===== src/rtl/xor_puf_ctrl.sv =====
// Clocked controller for a K-chain XOR arbiter PUF: fans out rotated challenges,
// fires each race VOTES times and majority-votes the XOR of the arbiter outputs.
module xor_puf_ctrl #(
    parameter int unsigned N      = 128,
    parameter int unsigned K      = 4,
    parameter int unsigned SETTLE = 4,
    parameter int unsigned VOTES  = 5
) (
    input  logic             clk,
    input  logic             reset,
    input  logic             start,
    input  logic [N-1:0]     challenge,
    output logic             busy,
    output logic [K*N-1:0]   chal_out,
    output logic             launch,
    output logic             latch_rst,
    input  logic [K-1:0]     arb_in,
    output logic             resp_valid,
    input  logic             resp_ready,
    output logic             resp,
    output logic             stable,
    output logic [K-1:0]     raw
);

    localparam int unsigned VW = $clog2(VOTES + 1);
    localparam int unsigned SW = (SETTLE > 1) ? $clog2(SETTLE) : 1;

    localparam logic [VW-1:0] LAST_VOTE   = VW'(VOTES - 1);
    localparam logic [VW-1:0] HALF_VOTES  = VW'(VOTES / 2);
    localparam logic [VW-1:0] ALL_VOTES   = VW'(VOTES);
    localparam logic [SW-1:0] SETTLE_LOAD = SW'(SETTLE - 1);

    typedef enum logic [2:0] {
        S_IDLE   = 3'd0,
        S_ARM    = 3'd1,
        S_FIRE   = 3'd2,
        S_SAMPLE = 3'd3,
        S_DONE   = 3'd4
    } state_t;

    state_t          state;
    state_t          state_next;
    logic [SW-1:0]   settle_cnt;
    logic [VW-1:0]   vote_idx;
    logic [VW-1:0]   ones;
    logic [VW-1:0]   ones_next;
    logic            accept;
    logic            settle_done;
    logic            last_vote;
    logic            arb_xor;
    logic            busy_d;
    logic            launch_d;
    logic            latch_rst_d;
    logic            resp_valid_d;
    logic [K*N-1:0]  chal_rot;

    assign accept      = (state == S_IDLE) && start;
    assign settle_done = (settle_cnt == '0);
    assign last_vote   = (vote_idx == LAST_VOTE);
    assign arb_xor     = ^arb_in;
    assign ones_next   = ones + VW'(arb_xor);

    // Chain k gets the challenge rotated left by k bits.
    for (genvar k = 0; k < K; k++) begin : g_chain
        for (genvar i = 0; i < N; i++) begin : g_bit
            assign chal_rot[k*N + i] = challenge[(i + N - (k % N)) % N];
        end
    end

    always_ff @(posedge clk or negedge reset) begin
        if (!reset) begin
            state <= S_IDLE;
        end else begin
            state <= state_next;
        end
    end

    always_comb begin
        state_next = state;
        case (state)
            S_IDLE:   if (start) state_next = S_ARM;
            S_ARM:    state_next = S_FIRE;
            S_FIRE:   if (settle_done) state_next = S_SAMPLE;
            S_SAMPLE: state_next = last_vote ? S_DONE : S_ARM;
            S_DONE:   if (resp_valid && resp_ready) state_next = S_IDLE;
            default:  state_next = S_IDLE;
        endcase
    end

    // Decoded from the next state so the registered outputs line up with the state.
    always_comb begin
        busy_d       = 1'b0;
        launch_d     = 1'b0;
        latch_rst_d  = 1'b1;
        resp_valid_d = 1'b0;
        case (state_next)
            S_IDLE: begin
                busy_d = 1'b0;
            end
            S_ARM: begin
                busy_d = 1'b1;
            end
            S_FIRE, S_SAMPLE: begin
                busy_d      = 1'b1;
                launch_d    = 1'b1;
                latch_rst_d = 1'b0;
            end
            S_DONE: begin
                busy_d       = 1'b1;
                resp_valid_d = 1'b1;
            end
            default: begin
                busy_d = 1'b0;
            end
        endcase
    end

    always_ff @(posedge clk or negedge reset) begin
        if (!reset) begin
            busy       <= 1'b0;
            launch     <= 1'b0;
            latch_rst  <= 1'b1;
            resp_valid <= 1'b0;
            resp       <= 1'b0;
            stable     <= 1'b0;
            raw        <= '0;
            chal_out   <= '0;
            settle_cnt <= '0;
            vote_idx   <= '0;
            ones       <= '0;
        end else begin
            busy       <= busy_d;
            launch     <= launch_d;
            latch_rst  <= latch_rst_d;
            resp_valid <= resp_valid_d;

            if (accept) begin
                chal_out <= chal_rot;
                ones     <= '0;
                vote_idx <= '0;
            end

            if (state == S_ARM) begin
                settle_cnt <= SETTLE_LOAD;
            end else if ((state == S_FIRE) && !settle_done) begin
                settle_cnt <= settle_cnt - SW'(1);
            end

            // arb_in is only looked at here; glitches while racing are ignored.
            if (state == S_SAMPLE) begin
                raw      <= arb_in;
                ones     <= ones_next;
                vote_idx <= vote_idx + VW'(1);
                if (last_vote) begin
                    resp   <= (ones_next > HALF_VOTES);
                    stable <= (ones_next == '0) || (ones_next == ALL_VOTES);
                end
            end
        end
    end

endmodule

===== config.mk =====
export PLATFORM = sky130hd
export DESIGN_NAME = xor_puf_ctrl
export DESIGN_NICKNAME = d
export VERILOG_FILES = /design/src/rtl/xor_puf_ctrl.sv
export SDC_FILE = /design/constraint.sdc
export NUM_CORES = 1
export LEC_CHECK = 0
export ABC_AREA = 0
export BUFFER_PORTS_ARGS = -buffer_cell sky130_fd_sc_hd__buf_2
export CELL_PAD_IN_SITES_DETAIL_PLACEMENT = 0
export CELL_PAD_IN_SITES_GLOBAL_PLACEMENT = 1
export CORE_AREA = 2 2 258 260
export DETAILED_ROUTE_END_ITERATION = 12
export DIE_AREA = 0 0 260 262
export PLACE_DENSITY_LB_ADDON = 0.1
export SLEW_MARGIN = 20
export SYNTH_ARGS = -nofsm -noshare
export SYNTH_HDL_FRONTEND = slang
export SYNTH_SLANG_ARGS = --single-unit

===== constraint.sdc =====
create_clock -name clk -period 2 [get_ports clk]
set_input_delay 0.5 -clock clk [delete_from_list [all_inputs] [get_ports clk]]
set_output_delay 0.5 -clock clk [all_outputs]
set_load 0.005 [all_outputs]

==> impl_metrics.prom <==
# TYPE chip_impl_metric gauge
chip_impl_metric{name="cts_max_path_buffers",unit=""} 2
chip_impl_metric{name="relative_slew_slack",unit=""} 0.745
chip_impl_metric{name="route.detailed.vias_per_inst",unit=""} 2.98
chip_impl_metric{name="avgRoutedWirePerCell",unit="µm"} 14.7
chip_impl_metric{name="fmaxAchievable",unit="MHz"} 585
chip_impl_metric{name="first_global_vias",unit=""} 5243
chip_impl_metric{name="placeableCoreArea",unit="µm²"} 65300
chip_impl_info{name="grt_setup_unrepaired",value="false"} 1
chip_impl_metric{name="yosys_warnings",unit=""} 0
chip_impl_metric{name="area_occupied_by_multi_input_gates",unit="µm²"} 1900
chip_impl_metric{name="synthesis.instances",unit=""} 755
chip_impl_metric{name="seqCellArea",unit="µm²"} 3730
chip_impl_metric{name="vias_after_detailed_routing",unit=""} 5777
chip_impl_metric{name="cts.sink_count",unit=""} 149
chip_impl_info{name="critical_path.endpoint_type",value="flop"} 1
chip_impl_metric{name="placed_cells",unit=""} 1902
chip_impl_metric{name="fin_worst_hold_slack",unit="ns"} 0.248
chip_impl_metric{name="synth.avg_cell_area",unit="µm²"} 11.6
chip_impl_metric{name="clk-insertion-delay-late",unit="ns"} 0.47
chip_impl_info{name="worstSetupPathType",value="reg -> reg"} 1
chip_impl_metric{name="clkSlewWorstSetupHoldPaths",unit="ns"} 0.07
chip_impl_metric{name="die_y",unit="µm"} 262
chip_impl_info{name="holdCritPathClass",value="in -> reg"} 1
chip_impl_metric{name="post_layout_nonfiller_instances",unit=""} 1936
chip_impl_metric{name="timing.final.hold_violations",unit=""} 0
chip_impl_metric{name="post_cts_buffers",unit=""} 0
chip_impl_metric{name="final_min_period_over_clock_period",unit=""} 0.855
chip_impl_metric{name="cts_max_level",unit=""} 4
chip_impl_metric{name="synth_register_bits",unit=""} 149
chip_impl_info{name="crit_path_start_kind",value="flop"} 1
chip_impl_metric{name="dr.first_iter.drc_count",unit=""} 120
chip_impl_metric{name="synthesis.area",unit="µm²"} 8730
chip_impl_info{name="run_status",value="completed"} 1
chip_impl_metric{name="worstMarginPinSlew",unit="ns"} 0.383
chip_impl_metric{name="fin_crit",unit="ns"} 1.71
chip_impl_metric{name="route.antenna.remaining_nets",unit=""} 0
chip_impl_metric{name="cp_max_fo",unit=""} 15
chip_impl_metric{name="hpwlAfterDp",unit="µm"} 22400
chip_impl_metric{name="cp_data_required_time",unit="ns"} 2.36
chip_impl_metric{name="detail_route.first_pass.iterations",unit=""} 4
chip_impl_metric{name="critPathArrivalTime",unit="ns"} 2.07
chip_impl_info{name="clk_root_buffer_cell",value="clkbuf_16"} 1
chip_impl_metric{name="grt_overflow_total",unit=""} 0
chip_impl_metric{name="power_density",unit="nW/µm²"} 1740
chip_impl_metric{name="floorplan.rows",unit=""} 94
chip_impl_metric{name="power.ir.vdd_worst",unit="mV"} 0.610
chip_impl_metric{name="grt_max_degree",unit=""} 41
chip_impl_metric{name="max_cap_viol_count",unit=""} 0
chip_impl_metric{name="distinct_cells_synth",unit=""} 32
chip_impl_metric{name="numPortBuffers",unit=""} 657
chip_impl_metric{name="dieWidth",unit="µm"} 260
chip_impl_metric{name="grt_antenna_before_repair",unit=""} 2
chip_impl_metric{name="filler_cell_count",unit=""} 7343
chip_impl_metric{name="mappedNetlistNets",unit=""} 896
chip_impl_metric{name="initial_core_util",unit=""} 0.134
chip_impl_metric{name="worst_case_clock_skew",unit="ns"} 0.0122
chip_impl_metric{name="leakage",unit="nW"} 5.60
chip_impl_metric{name="gp_routability_congestion",unit=""} 0.671
chip_impl_metric{name="pin_count",unit=""} 658
chip_impl_metric{name="die-area",unit="µm²"} 68100
chip_impl_metric{name="share_of_final_layout_standard_cells_stronger_than_drive_strength_1",unit=""} 0.794
chip_impl_metric{name="detail_route.drc_violations",unit=""} 0
chip_impl_info{name="cts_tree",value="built"} 1
chip_impl_metric{name="synth-seq-area-share",unit=""} 0.427
chip_impl_metric{name="timing.final.max_slew_violations",unit=""} 0
chip_impl_metric{name="grtUsageTotal",unit=""} 0.0790
chip_impl_metric{name="area_growth_syn_to_layout",unit="%"} 25.1
chip_impl_metric{name="tritoncts.num_buffers",unit=""} 17
chip_impl_metric{name="drt-total-wl",unit="µm"} 28400
chip_impl_metric{name="cts_hold_buffers",unit=""} 1
chip_impl_metric{name="setup_viol",unit=""} 0
chip_impl_metric{name="wire_length_of_the_first_global_routing_pass",unit="µm"} 37800
chip_impl_metric{name="final_nets",unit=""} 1199
chip_impl_metric{name="cts_repair_resize_count",unit=""} 0
==> kinds of logic after synthesis <==
kind of cell,count (synthesis),synth area share
flip-flops,149,0.427
AND/OR/NAND/NOR,37,0.0208
multiplexers,133,0.171
adder cells (fa/ha/maj),5,0.00717
buffers and inverters,410,0.356
AO/OA/AOI/OAI,15,0.0113
XOR/XNOR,6,0.00602
==> registers in the layout (all words and copies together) (netlist names) <==
signal and count:
chal_out 128, raw 4, ones 3, state 3, vote_idx 3, settle_cnt 2
busy 1, latch_rst 1, launch 1, resp 1, resp_valid 1, stable 1
==> power breakdown <==
group,internal [W],switching [W],total (W)
logic,0.00526,0.00391,0.00917
registers,0.00454,0.00190,0.00644
clock network,0.00195,0.00140,0.00335
==> critical path: stages (launching register included) <==
cell     delay, ns
dfrtp_1       0.40
nor4b_4       0.32
buf_12        0.24
buf_4         0.26
mux2_2        0.36
==> area by class of cell <==
class	count	share of cell area
well taps	864	0.0990
clock buffers	23	0.0447
inverters	6	0.00206
diodes	2	0.000458
clock inverters	8	0.00905
flip-flops and latches	149	0.342
multi-input cells	196	0.174
repair buffers	688	0.329
==> cells in the mapped netlist <==
cell type    n  area [µm²]
a21o_1       2        15.0
buf_8        6        90.1
nor3b_1      2        15.0
dfstp_2      1        26.3
nor3_1       2        10.0
or3_1        1        6.26
buf_2        2        10.0
nand2b_1     1        6.26
clkbuf_1     1        3.75
nor4b_2      1        15.0
mux2_2     131        1480
buf_4      393        2950
o31ai_1      2        15.0
ha_1         5        62.6
a22o_1       1        8.76
buf_12       1        20.0
a21oi_1      2        10.0
nand2_1     24        90.1
nor2_1       2        7.51
mux2i_1      2        20.0
a211oi_1     1        7.51
nand3b_1     1        7.51
o21ai_0      5        25.0
buf_6        1        11.3
a2bb2oi_1    2        17.5
xor2_1       1        8.76
dfrtp_1    148        3700
inv_1        6        22.5
nand3_2      1        10.0
and3b_1      1        8.76
xnor2_1      5        43.8
nand3_1      1        5.00
==> routing by layer <==
layer  track usage  part of all wire  up-vias
li1              -                 -     2675
met1        0.0832              0.36     2779
met2         0.143              0.55      303
met3        0.0290             0.072       18
met4        0.0292             0.014        2
met5             0           0.00042        -
==> path summary, 6_finish.rpt <==
kind | start | to | slack [ns] | cells past startpoint
max in group asynchronous | reset | chal_out[404]$_DFFE_PN0P_ | 0.87 | 3
min in group asynchronous | reset | chal_out[443]$_DFFE_PN0P_ | 0.51 | 2
worst min-delay path | challenge[27] | chal_out[414]$_DFFE_PN0P_ | 0.25 | 2
worst min register to register | raw[0]$_DFFE_PN0P_ | raw[0]$_DFFE_PN0P_ | 0.47 | 2
worst max-delay path | state[0]$_DFF_PN0_ | chal_out[468]$_DFFE_PN0P_ | 0.29 | 4
worst max register to register | state[0]$_DFF_PN0_ | chal_out[468]$_DFFE_PN0P_ | 0.29 | 4
==> cell usage in the layout, fill, tap and decap left out, drive strengths merged, types with 2 or more instances in the layout <==
cell type  count
a21o           2
a21oi          2
a2bb2oi        2
buf          687
bufinv         2
clkbuf        23
clkinv         4
clkinvlp       2
dfrtp        148
diode          2
ha             5
inv            6
mux2         131
mux2i          2
nand2         24
nand3          2
nor2           2
nor3           2
nor3b          2
o21ai          5
o31ai          2
xnor2          5
==> through the flow <==
stage	util	total power, W	setup WS [ns]	instance area (µm²)	setup TNS (ns)
after floorplan	-	0.0147	0.203	8730	0
after global placement	0.158	0.0162	-0.214	10300	-0.359
after detailed placement	0.158	0.0160	-0.182	10300	-0.288
after CTS	0.167	0.0196	0.220	10900	0
after global routing	0.167	0.0207	0.208	10900	0
final	0.167	0.0190	0.291	10900	0
(Power assumes the default switching activity.)
